### config.mk
export PLATFORM = sky130hd
export DESIGN_NAME = mmio_bridge
export DESIGN_NICKNAME = d
export VERILOG_FILES = /design/src/rtl/mmio_bridge_pkg.sv /design/src/rtl/mmio_bridge_sync_fifo.sv /design/src/rtl/mmio_bridge.sv
export SDC_FILE = /design/constraint.sdc
export NUM_CORES = 1
export LEC_CHECK = 0
export CAP_MARGIN = 20
export CORE_UTILIZATION = 55
export CTS_CLUSTER_SIZE = 14
export DETAILED_ROUTE_END_ITERATION = 7
export PLACE_DENSITY_LB_ADDON = 0.25
export SKIP_CTS_REPAIR_TIMING = 1
export SLEW_MARGIN = 20
export SYNTH_ARGS = -nofsm -noshare
export SYNTH_HDL_FRONTEND = slang
export SYNTH_SLANG_ARGS = --single-unit
### constraint.sdc
create_clock -name clk_in -period 4.8 [get_ports clk_in]
set_input_delay 0.96 -clock clk_in [delete_from_list [all_inputs] [get_ports clk_in]]
set_output_delay 0.96 -clock clk_in [all_outputs]
set_load 0.01 [all_outputs]
### src/rtl/mmio_bridge_pkg.sv
// Shared decode constants and read-source encoding for the MMIO bridge.
// Latency: n/a (types and constants only).
// Backpressure: n/a.
package mmio_bridge_pkg;

  // Upper address bits that steer an access to the I/O block instead of RAM
  localparam logic [1:0]  IO_SEL  = 2'b11;
  // UART data port: write pushes TX, read pops RX
  localparam logic [17:0] IO_UART = 18'h30000;
  // Cycle-counter window base (four little-endian bytes); write here halts
  localparam logic [17:0] IO_CLK  = 18'h30004;

  // Where the byte returned on cpu_din in the cycle after a read comes from
  typedef enum logic [2:0] {
    SRC_RAM,
    SRC_RX,
    SRC_CNT0,
    SRC_CNT1,
    SRC_CNT2,
    SRC_CNT3,
    SRC_ZERO
  } rd_src_e;

  // Map a byte offset inside the counter window to its read source
  function automatic rd_src_e cnt_src(input logic [1:0] idx);
    case (idx)
      2'd0:    return SRC_CNT0;
      2'd1:    return SRC_CNT1;
      2'd2:    return SRC_CNT2;
      default: return SRC_CNT3;
    endcase
  endfunction

endpackage

### src/rtl/mmio_bridge_sync_fifo.sv
// Generic single-clock FIFO with registered occupancy count.
// Latency: push visible at head one cycle later; head_dat is a combinational read.
// Backpressure: push ignored when full, pop ignored when empty; flags are registered.
module sync_fifo #(
  parameter int WIDTH = 8,
  parameter int DEPTH = 8
) (
  input  logic                     clk_in,
  input  logic                     rst_in,
  input  logic                     push,
  input  logic [WIDTH-1:0]         push_dat,
  input  logic                     pop,
  output logic [WIDTH-1:0]         head_dat,
  output logic                     full,
  output logic                     empty,
  output logic [$clog2(DEPTH):0]   count
);

  localparam int AW = $clog2(DEPTH);
  localparam int CW = AW + 1;

  logic [AW-1:0]    wr_ptr_q, wr_ptr_d;
  logic [AW-1:0]    rd_ptr_q, rd_ptr_d;
  logic [CW-1:0]    count_q, count_d;
  logic [WIDTH-1:0] mem_q [DEPTH];
  logic [WIDTH-1:0] mem_d [DEPTH];
  logic             push_ok, pop_ok;

  assign full     = (count_q == CW'(DEPTH));
  assign empty    = (count_q == '0);
  assign count    = count_q;
  assign head_dat = mem_q[rd_ptr_q];

  // Next pointers, occupancy and storage; pointers wrap naturally at DEPTH
  always_comb begin
    push_ok  = push && !full;
    pop_ok   = pop && !empty;
    wr_ptr_d = wr_ptr_q;
    rd_ptr_d = rd_ptr_q;
    count_d  = count_q;
    mem_d    = mem_q;
    if (push_ok) begin
      mem_d[wr_ptr_q] = push_dat;
      wr_ptr_d        = wr_ptr_q + AW'(1);
    end
    if (pop_ok) begin
      rd_ptr_d = rd_ptr_q + AW'(1);
    end
    case ({push_ok, pop_ok})
      2'b10:   count_d = count_q + CW'(1);
      2'b01:   count_d = count_q - CW'(1);
      default: count_d = count_q;
    endcase
  end

  // Control state register with synchronous clear
  always_ff @(posedge clk_in) begin
    if (rst_in) begin
      wr_ptr_q <= '0;
      rd_ptr_q <= '0;
      count_q  <= '0;
    end else begin
      wr_ptr_q <= wr_ptr_d;
      rd_ptr_q <= rd_ptr_d;
      count_q  <= count_d;
    end
  end

  // Storage needs no reset: empty flag masks stale entries
  always_ff @(posedge clk_in) begin
    mem_q <= mem_d;
  end

endmodule

### src/rtl/mmio_bridge.sv
// CPU-to-RAM/UART/cycle-counter memory-mapped bridge with halt flag.
// Latency: read data on cpu_din one cycle after acceptance; RAM write same cycle.
// Backpressure: cpu_rdy drops on RX-empty read, TX-full push, reset or halt.
module mmio_bridge
  import mmio_bridge_pkg::*;
#(
  parameter int TX_DEPTH = 8,
  parameter int RX_DEPTH = 8
) (
  input  logic        clk_in,
  input  logic        rst_in,
  input  logic [31:0] cpu_a,
  input  logic [7:0]  cpu_dout,
  input  logic        cpu_wr,
  output logic [7:0]  cpu_din,
  output logic        cpu_rdy,
  output logic [16:0] ram_a,
  output logic [7:0]  ram_din,
  output logic        ram_we,
  input  logic [7:0]  ram_dout,
  output logic [7:0]  tx_data,
  output logic        tx_valid,
  input  logic        tx_ready,
  input  logic [7:0]  rx_data,
  input  logic        rx_valid,
  output logic        rx_ready,
  output logic        prog_halt
);

  localparam int TX_CW = $clog2(TX_DEPTH) + 1;
  localparam int RX_CW = $clog2(RX_DEPTH) + 1;

  // Decode
  logic [17:0] io_addr;
  logic        io_sel, is_uart, is_clk, is_clk0;
  logic [1:0]  clk_byte;

  // Access control
  logic       tx_need, rx_need, stall, accept;
  logic [7:0] tx_push_dat;
  logic       tx_push, tx_pop, rx_push, rx_pop;

  // FIFO status
  logic             tx_full, tx_empty, rx_full, rx_empty;
  logic [7:0]       tx_head, rx_head;
  logic [TX_CW-1:0] tx_count;
  logic [RX_CW-1:0] rx_count;

  // Registered state
  logic [31:0] cnt_q, cnt_d;
  logic [31:0] latch_q, latch_d;
  logic        halt_q, halt_d;
  rd_src_e     src_q, src_d;
  logic [7:0]  rx_byte_q, rx_byte_d;

  // Upper CPU address bits and FIFO counts are intentionally not consumed
  logic unused_sig;
  assign unused_sig = ^{cpu_a[31:18], tx_count, rx_count};

  assign io_addr  = cpu_a[17:0];
  assign io_sel   = (cpu_a[17:16] == IO_SEL);
  assign is_uart  = io_sel && (io_addr == IO_UART);
  assign is_clk   = io_sel && (io_addr[17:2] == IO_CLK[17:2]);
  assign clk_byte = io_addr[1:0];
  assign is_clk0  = is_clk && (clk_byte == 2'd0);

  assign ram_a     = cpu_a[16:0];
  assign ram_din   = cpu_dout;
  assign prog_halt = halt_q;

  // Stall/accept decision from the live request and registered FIFO flags
  always_comb begin
    tx_need     = 1'b0;
    tx_push_dat = cpu_dout;
    if (cpu_wr && is_uart && (cpu_dout != 8'h00)) begin
      tx_need = 1'b1;
    end
    if (cpu_wr && is_clk0) begin
      tx_need     = 1'b1;
      tx_push_dat = 8'h00;
    end
    rx_need = !cpu_wr && is_uart;
    stall   = (tx_need && tx_full) || (rx_need && rx_empty);
    cpu_rdy = !rst_in && !halt_q && !stall;
    accept  = cpu_rdy;
    tx_push = accept && tx_need;
    rx_pop  = accept && rx_need;
    ram_we  = accept && cpu_wr && !io_sel;
  end

  // UART stream handshakes; both directions are held off during reset
  always_comb begin
    tx_valid = !rst_in && !tx_empty;
    tx_data  = tx_head;
    tx_pop   = tx_valid && tx_ready;
    rx_ready = !rst_in && !rx_full;
    rx_push  = rx_valid && rx_ready;
  end

  // Next values for counter, snapshot latch, halt flag and read source
  always_comb begin
    cnt_d     = cnt_q + 32'd1;
    latch_d   = latch_q;
    halt_d    = halt_q;
    src_d     = SRC_ZERO;
    rx_byte_d = rx_byte_q;
    if (accept && cpu_wr && is_clk0) begin
      halt_d = 1'b1;
    end
    if (accept && !cpu_wr) begin
      if (!io_sel) begin
        src_d = SRC_RAM;
      end else if (is_uart) begin
        src_d     = SRC_RX;
        rx_byte_d = rx_head;
      end else if (is_clk) begin
        src_d = cnt_src(clk_byte);
        if (is_clk0) begin
          latch_d = cnt_q;
        end
      end
    end
  end

  // Bridge state register with synchronous clear
  always_ff @(posedge clk_in) begin
    if (rst_in) begin
      cnt_q     <= '0;
      latch_q   <= '0;
      halt_q    <= 1'b0;
      src_q     <= SRC_ZERO;
      rx_byte_q <= '0;
    end else begin
      cnt_q     <= cnt_d;
      latch_q   <= latch_d;
      halt_q    <= halt_d;
      src_q     <= src_d;
      rx_byte_q <= rx_byte_d;
    end
  end

  // Return the byte selected at acceptance; forced to zero while in reset
  always_comb begin
    cpu_din = 8'h00;
    if (!rst_in) begin
      case (src_q)
        SRC_RAM:  cpu_din = ram_dout;
        SRC_RX:   cpu_din = rx_byte_q;
        SRC_CNT0: cpu_din = latch_q[7:0];
        SRC_CNT1: cpu_din = latch_q[15:8];
        SRC_CNT2: cpu_din = latch_q[23:16];
        SRC_CNT3: cpu_din = latch_q[31:24];
        default:  cpu_din = 8'h00;
      endcase
    end
  end

  sync_fifo #(.WIDTH(8), .DEPTH(TX_DEPTH)) u_tx_fifo (
    .clk_in   (clk_in),
    .rst_in   (rst_in),
    .push     (tx_push),
    .push_dat (tx_push_dat),
    .pop      (tx_pop),
    .head_dat (tx_head),
    .full     (tx_full),
    .empty    (tx_empty),
    .count    (tx_count)
  );

  sync_fifo #(.WIDTH(8), .DEPTH(RX_DEPTH)) u_rx_fifo (
    .clk_in   (clk_in),
    .rst_in   (rst_in),
    .push     (rx_push),
    .push_dat (rx_data),
    .pop      (rx_pop),
    .head_dat (rx_head),
    .full     (rx_full),
    .empty    (rx_empty),
    .count    (rx_count)
  );

endmodule

==> results of run 1 <==
==> cell usage after synthesis, types with 2 or more instances <==
cell type  number
fa_1            2
nor3_1         14
nor2_1         60
xor2_1         11
edfxtp_1      128
ha_1           11
nor4b_1         3
nor4bb_1        2
o21ai_0        33
o31ai_1         9
nor4_1         11
xnor2_1         7
nand2b_1       10
or4_1          15
nand4_1        39
buf_4          25
and4_1          3
a21oi_1        69
mux4_2         39
a21o_1          2
nor2b_1        15
and3_1          3
mux2_2         19
o211ai_1        2
buf_1           6
mux2i_1        14
buf_2           7
a211oi_1        9
clkbuf_1       43
or3_1           8
o21ai_1        10
mux2_1          4
nand2_1        15
nand3_1        16
nand4_2         2
or2_2           2
or4b_1          2
dfxtp_1        96
inv_1          19
a22oi_1         7
==> critical path, cell delays in order <==
cell	delay [ns]
clkdlybuf4s50_1	0.52
nor4_1	0.31
nand4_1	0.28
buf_4	0.30
a2111o_1	0.40
o311a_1	0.15
clkdlybuf4s50_1	0.48
==> stage by stage <==
step / area (um2) / std cells / utilization (%)
after CTS: 11600 / 1097 / 66.0
final: 11600 / 1097 / 66.1
after detailed placement: 10900 / 1060 / 62.3
after global placement: 10900 / 1060 / 62.3
after global routing: 11600 / 1097 / 66.1
after floorplan: 9990 / 806 / -
==> cells by family after synthesis <==
logic type,count (synthesis)
AO/OA/AOI/OAI,148
flip-flops,224
buffers and inverters,101
adder cells (fa/ha/maj),13
multiplexers,76
XOR/XNOR,18
AND/OR/NAND/NOR,226
==> layout make-up <==
type	count	share of cell area, %
Clock buffer	29	5.25
Clock inverter	8	0.454
Inverter	20	0.648
Multi-Input combinational cell	481	32.4
Sequential cell	224	49.8
Tap cell	225	2.43
Timing Repair Buffer	110	9.09
==> state kept, by name (all words and copies together), names as in the netlist, 4 cells and up <==
signal and cells:
u_rx_fifo.mem_q 64, latch_q 32, u_rx_fifo.count 4, cnt_q 32, rx_byte_q 8, u_tx_fifo.count 4, u_tx_fifo.mem_q 64
==> report_power, final <==
part           internal, mW  switching, mW  leakage, nW
sequential             2.04         0.0114         1.93
clock                 0.895          0.705        0.323
combinational        0.0809         0.0884         1.42
==> layer usage <==
metal | vias to the layer above | part of all wire, %
met4 | 0 | 1.3
met3 | 22 | 6.9
li1 | 3153 | -
met1 | 3405 | 41
met5 | - | 0
met2 | 293 | 51
==> worst paths after layout <==
check	slack (ns)	cells after the start	from	endpoint
hold / removal	0.48	2	latch_q[7]$_SDFFE_PP0P_	latch_q[7]$_SDFFE_PP0P_
setup reg to reg	1.80	10	u_tx_fifo.count[0]$_SDFFE_PP0P_	u_tx_fifo.count[3]$_SDFFE_PP0P_
hold reg to reg	0.48	2	latch_q[7]$_SDFFE_PP0P_	latch_q[7]$_SDFFE_PP0P_
setup / recovery	0.43	7	cpu_a[8]	cpu_rdy
==> key figures, run 1 <==
Outcome
  • Status: finished clean

Global route
  • Largest net degree at the start of global routing: 82
  • Met2 Resource Use GR: between 40% and 50%
  • Global-route met1 utilization: 31.2%
  • GRT Util Overall: between 20% and 30%
  • Met3 Use GR: 3.52%
  • Vias in the first global route: approximately 6.5k
  • Initial antenna violation count: 0
  • First-pass GRT wire length: 34.0 mm
  • Overflow after GRT: 0
  • Layer with the highest usage: met2

Layout
  • Fill cell count: 1,277
  • Share of cells above drive strength 1: 13.2%
  • FF+latch area: 5770 um2
  • Commonest non-fill, non-tap cell in the layout: edfxtp_1
  • Synth-to-layout area growth: 16.0%
  • Most frequent cells in the layout: edfxtp_1, dfxtp_1, clkdlybuf4s50_1
  • NumNets Final: between 900 and 1k
  • Area occupied by multi-input gates: 3750 um2
  • Diodes inserted: 0

Synth
  • Syn nets: 880
  • Largest family of logic cells by synthesized area: simple AND/OR/NAND/NOR gates
  • Mapped Avg Cell Area: 12.4 um2
  • Compound-Gate Fraction of Synth Area: 8.46%
  • Unique cell type count in the Yosys netlist: 54
  • XOR/XNOR share of the synthesized area: 1.58%
  • Main synth FF type: edfxtp_1
  • Ranking of synthesized cells by area: edfxtp_1, dfxtp_1, mux4_2
  • Post-Synth Adder-Cell Area: 1.78%
  • Post-synth EDFFs: 128
  • Post-synthesis mux area share: 12.8%
  • Largest area contributor in the netlist: edfxtp_1
  • Ys async rst share: 0%
  • Mapped Cells: 806
  • Register area share after synthesis: between 50 and 60%
  • Synth Cell Area: 9990 um2
  • Yosys top cell area share: between 30% and 40%
  • Seq cells post-synth: 224
  • Ys Warns: 0
  • Simple-gate portion of the synthesized area: 12.8%

Drt
  • Via count: 6,873
  • WL/cell: 20.2 um
  • DRC: 0
  • Post-route ant nets: 0
  • Number of detailed-route iterations in the first pass: 6
  • Vias/cell: 6.27
  • Drt total wl: 22.2 mm
  • Initial DRC count: 607

Timing
  • Fin Setup TNS: 0 ns
  • Hold Slack: between 0.4 and 0.5 ns
  • Min cycle time layout: 4.37 ns
  • Final hold vios: 0
  • Worst Skew: 0.00855 ns
  • RSZ-0062 raised after global routing: no
  • Final setup margin: 0.429 ns
  • Period utilization: between 90% and 100%
  • Fmax: 0.229 GHz
  • Endpoints failing setup: 0
  • Fin. max-slew vios: 0
  • Least-Margin Pin Slew: about 0.9 ns
  • Slew HR: 38.2%

Place
  • Post-place setup slack: 0.441 ns
  • Final GP Congestion: just over 0.8
  • PortBufs: 92
  • DP HPWL: roughly 14 mm

Clocking
  • CTS tree: yes
  • Clock Path Buffers: 3
  • TritonCTS Buffers: 23
  • Later-pin clock latency in the skew report: 0.52 ns
  • H-tree level count: 1
  • Sink Count: 224
  • Root Driver: clkbuf_16
  • Clock transition at path regs: 0.06 ns

Floorplanning
  • # rows: 48
  • Die height: 137 um
  • Die ar.: 18,700 um2
  • I/O pins: 107
  • Die X: 137 um
  • Initial core utilization: a little under three fifths
  • CORE AREA: 17,500 um2

Worst setup path
  • Worst Path Arrival: 3.41 ns
  • Crit start category: primary input
  • CP endpoint kind: primary output
  • CP Max Fanout: 23
  • CP Data Required Time: 3.84 ns
  • Kind of critical path: primary input to primary output

Pwr
  • PwrDens: 330 nW/um2
  • Total Power: 3.82 mW
  • Peak supply drop: between 300 and 400 uV
  • P_leak: approximately 3.7 nW

Flow run
  • Maxcap violations: 0

Worst hold path
  • Hold Crit Class: flop to flop
No activity file was read; power rests on OpenSTA's default activity.
==> run 2, diff against run 1 <==
==> constraint.sdc (replaced) <==
create_clock -name clk_in -period 4.8 [get_ports clk_in]
set_input_delay 1.2 -clock clk_in [delete_from_list [all_inputs] [get_ports clk_in]]
set_output_delay 1.2 -clock clk_in [all_outputs]
set_load 0.01 [all_outputs]
==> run 2 against run 1 <==
Fmax shrank 5.5%. Count of clock-buffer cells in the layout is the same. Flip-flop and latch count is the same. Clock skew grew 0.0076 ns. Power grew 4.4%. Final cell count grew 0.91%. Critical endpoint unchanged.
==> key figures, run 2 (same netlist as run 1, synthesis figures left out) <==
Place
  • DP HPWL: 14.7 mm
  • PortBufs: about 90
  • Final GP Congestion: 0.790
  • Post-place setup slack: approximately 0.17 ns

Worst setup path
  • CP endpoint kind: primary output
  • Top delay family on crit path: buffers and inverters
  • Cell mode on critical path: clkdlybuf4s50_1
  • CP Data Required Time: 3.60 ns
  • Crit start category: primary input
  • R2r setup slk: approximately 1.9 ns
  • Worst Path Arrival: 3.42 ns
  • Slowest CP cell: or4_1
  • CP Max Fanout: 3
  • CP Cell Sequence: clkdlybuf4s50_1 > or4_1 > o211ai_1 > a2111o_1 > o311a_1 > clkdlybuf4s50_1
  • Worst path bufs/invs: 2
  • RR Startpoint: u_tx_fifo.count[0]$_SDFFE_PP0P_
  • Kind of critical path: primary input to primary output
  • RR Endpoint: u_tx_fifo.count[3]$_SDFFE_PP0P_
  • Reg2Reg Depth: 10
  • Slowest Stage Delay on Critical Path: 0.60 ns

Global route
  • Initial antenna violation count: 0
  • GRT Util Overall: 24.8%
  • Largest net degree at the start of global routing: 53
  • Vias in the first global route: 6,653
  • Overflow after GRT: 0
  • First-pass GRT wire length: roughly 36 mm

Drt
  • WL/cell: 20.5 um
  • Vias/cell: just over 6
  • Initial DRC count: 578
  • Post-route ant nets: 0
  • Number of detailed-route iterations in the first pass: 5
  • Drt total wl: between 20 and 25 mm
  • DRC: 0
  • Via count: roughly 6.9k

Pwr
  • Combinational power share: ~4.3%
  • Switching share of power: 21.0%
  • P_leak: 3.74 nW
  • Reg power frac: 51.4%
  • P_int: 3.15 mW
  • Fraction of power consumed by the clock network: 44.3%
  • PwrDens: 341 nW/um2
  • Net Switching: roughly 0.84 mW
  • Peak supply drop: 305 uV

Timing
  • RSZ-0062 raised after global routing: no
  • Slew HR: 31.1%
  • Worst Skew: 0.0162 ns
  • Final setup margin: 0.176 ns
  • Least-Margin Pin Slew: ~1.0 ns
  • Hold Slack: between 0.4 and 0.5 ns
  • Period utilization: between 90 and 100%
  • Fin. max-slew vios: 0
  • Endpoints failing setup: 0
  • Final hold vios: 0
  • Fmax: 0.216 GHz
  • Fin Setup TNS: 0 ns
  • Min cycle time layout: between 4 and 5 ns

Floorplanning
  • Die X: 137 um
  • # rows: 48
  • CORE AREA: 17,500 um2
  • Die ar.: 18,700 um2
  • Initial core utilization: 56.9%
  • I/O pins: 107
  • Die height: about 140 um

Layout
  • NumNets Final: 939
  • Share of cells above drive strength 1: 14.4%
  • Commonest non-fill, non-tap cell in the layout: edfxtp_1
  • Most frequent cells in the layout: edfxtp_1, dfxtp_1, clkdlybuf4s50_1
  • Biggest regs: u_rx_fifo.mem_q x64, u_tx_fifo.mem_q x64
  • Synth-to-layout area growth: 17.3%
  • Diodes inserted: 0

Clocking
  • H-tree level count: 1
  • Clock transition at path regs: 0.06 ns
  • CTS tree: yes
  • Later-pin clock latency in the skew report: 0.52 ns
  • Root Driver: clkbuf_16
  • Sink Count: 224
  • TritonCTS Buffers: 23
  • Clock Path Buffers: 3

Worst hold path
  • Hold Path Stages: 2
  • Hold Crit Class: flop to flop
  • Hold Startpoint: latch_q[22]$_SDFFE_PP0P_
  • End point of the worst hold path: latch_q[22]$_SDFFE_PP0P_

Flow run
  • Maxcap violations: 0

Outcome
  • Status: finished clean
run 2: cell types whose count changed in the layout (fill, tap and decap cells not counted):
cell / before / now
clkinv_4: 0 / 1
buf_4: 19 / 24
inv_6: 1 / 0
clkinv_1: 5 / 3
clkbuf_1: 5 / 4
clkbuf_8: 1 / 2
nand3_2: 1 / 0
nand3_1: 15 / 16
bufinv_16: 0 / 2
clkinv_2: 1 / 5
clkinvlp_4: 0 / 1
run 2: worst max path at each step:
stage,end,cells after the start,from
floorplan,u_rx_fifo.count[3]$_SDFFE_PP0P_,12,cpu_wr
global placement,cpu_rdy,6,cpu_dout[4]
detailed placement,cpu_rdy,6,cpu_dout[4]
CTS,cpu_rdy,6,cpu_dout[4]
global route,cpu_rdy,6,cpu_dout[4]
finish,cpu_rdy,6,cpu_dout[4]
run 2: per-stage QoR:
stage	instance area (um2)	instances	utilization, %	power [mW]
2_1_floorplan	9990	806	-	2.17
6_report	11700	1107	66.8	3.99
3_5_place_dp	11000	1065	62.5	2.26
5_1_grt	11700	1107	66.8	4.11
4_1_cts	11700	1107	66.8	4.01
3_3_place_gp	11000	1065	62.5	2.25
run 2: power groups by stage:
stage                     Combinational [mW]  Clock, mW  Sequential (mW)
after floorplan                       0.0884          0             2.09
after global placement                 0.164          0             2.09
after detailed placement               0.170          0             2.09
after CTS                              0.172       1.79             2.05
after global routing                   0.185       1.87             2.05
final                                  0.172       1.77             2.05
run 2: area by class of cell:
class / count / area [um2]
fillers: 1273 / 5830
flip-flops and latches: 224 / 5770
multi-input cells: 481 / 3740
repair buffers: 115 / 1090
clock buffers: 29 / 618
well taps: 225 / 282
clock inverters: 13 / 133
inverters: 20 / 75.1
run 2: worst reg2reg max path: stages (launching register included):
cell	delay, ns
dfxtp_1	0.36
or4b_1	0.62
nand3_1	0.17
nor4_4	0.07
inv_2	0.16
ha_1	0.25
ha_1	0.25
a21o_1	0.17
a21oi_1	0.17
mux2i_1	0.22
mux2_2	0.34
run 2: layer usage:
layer	part of all wire [%]	wire length, um	vias up	global-route usage, %
met5	0	0	-	0
li1	-	-	3171	-
met4	1.4	314	0	5.43
met1	42	9590	3437	33.7
met3	5.7	1290	31	2.70
met2	51	11400	227	43.1
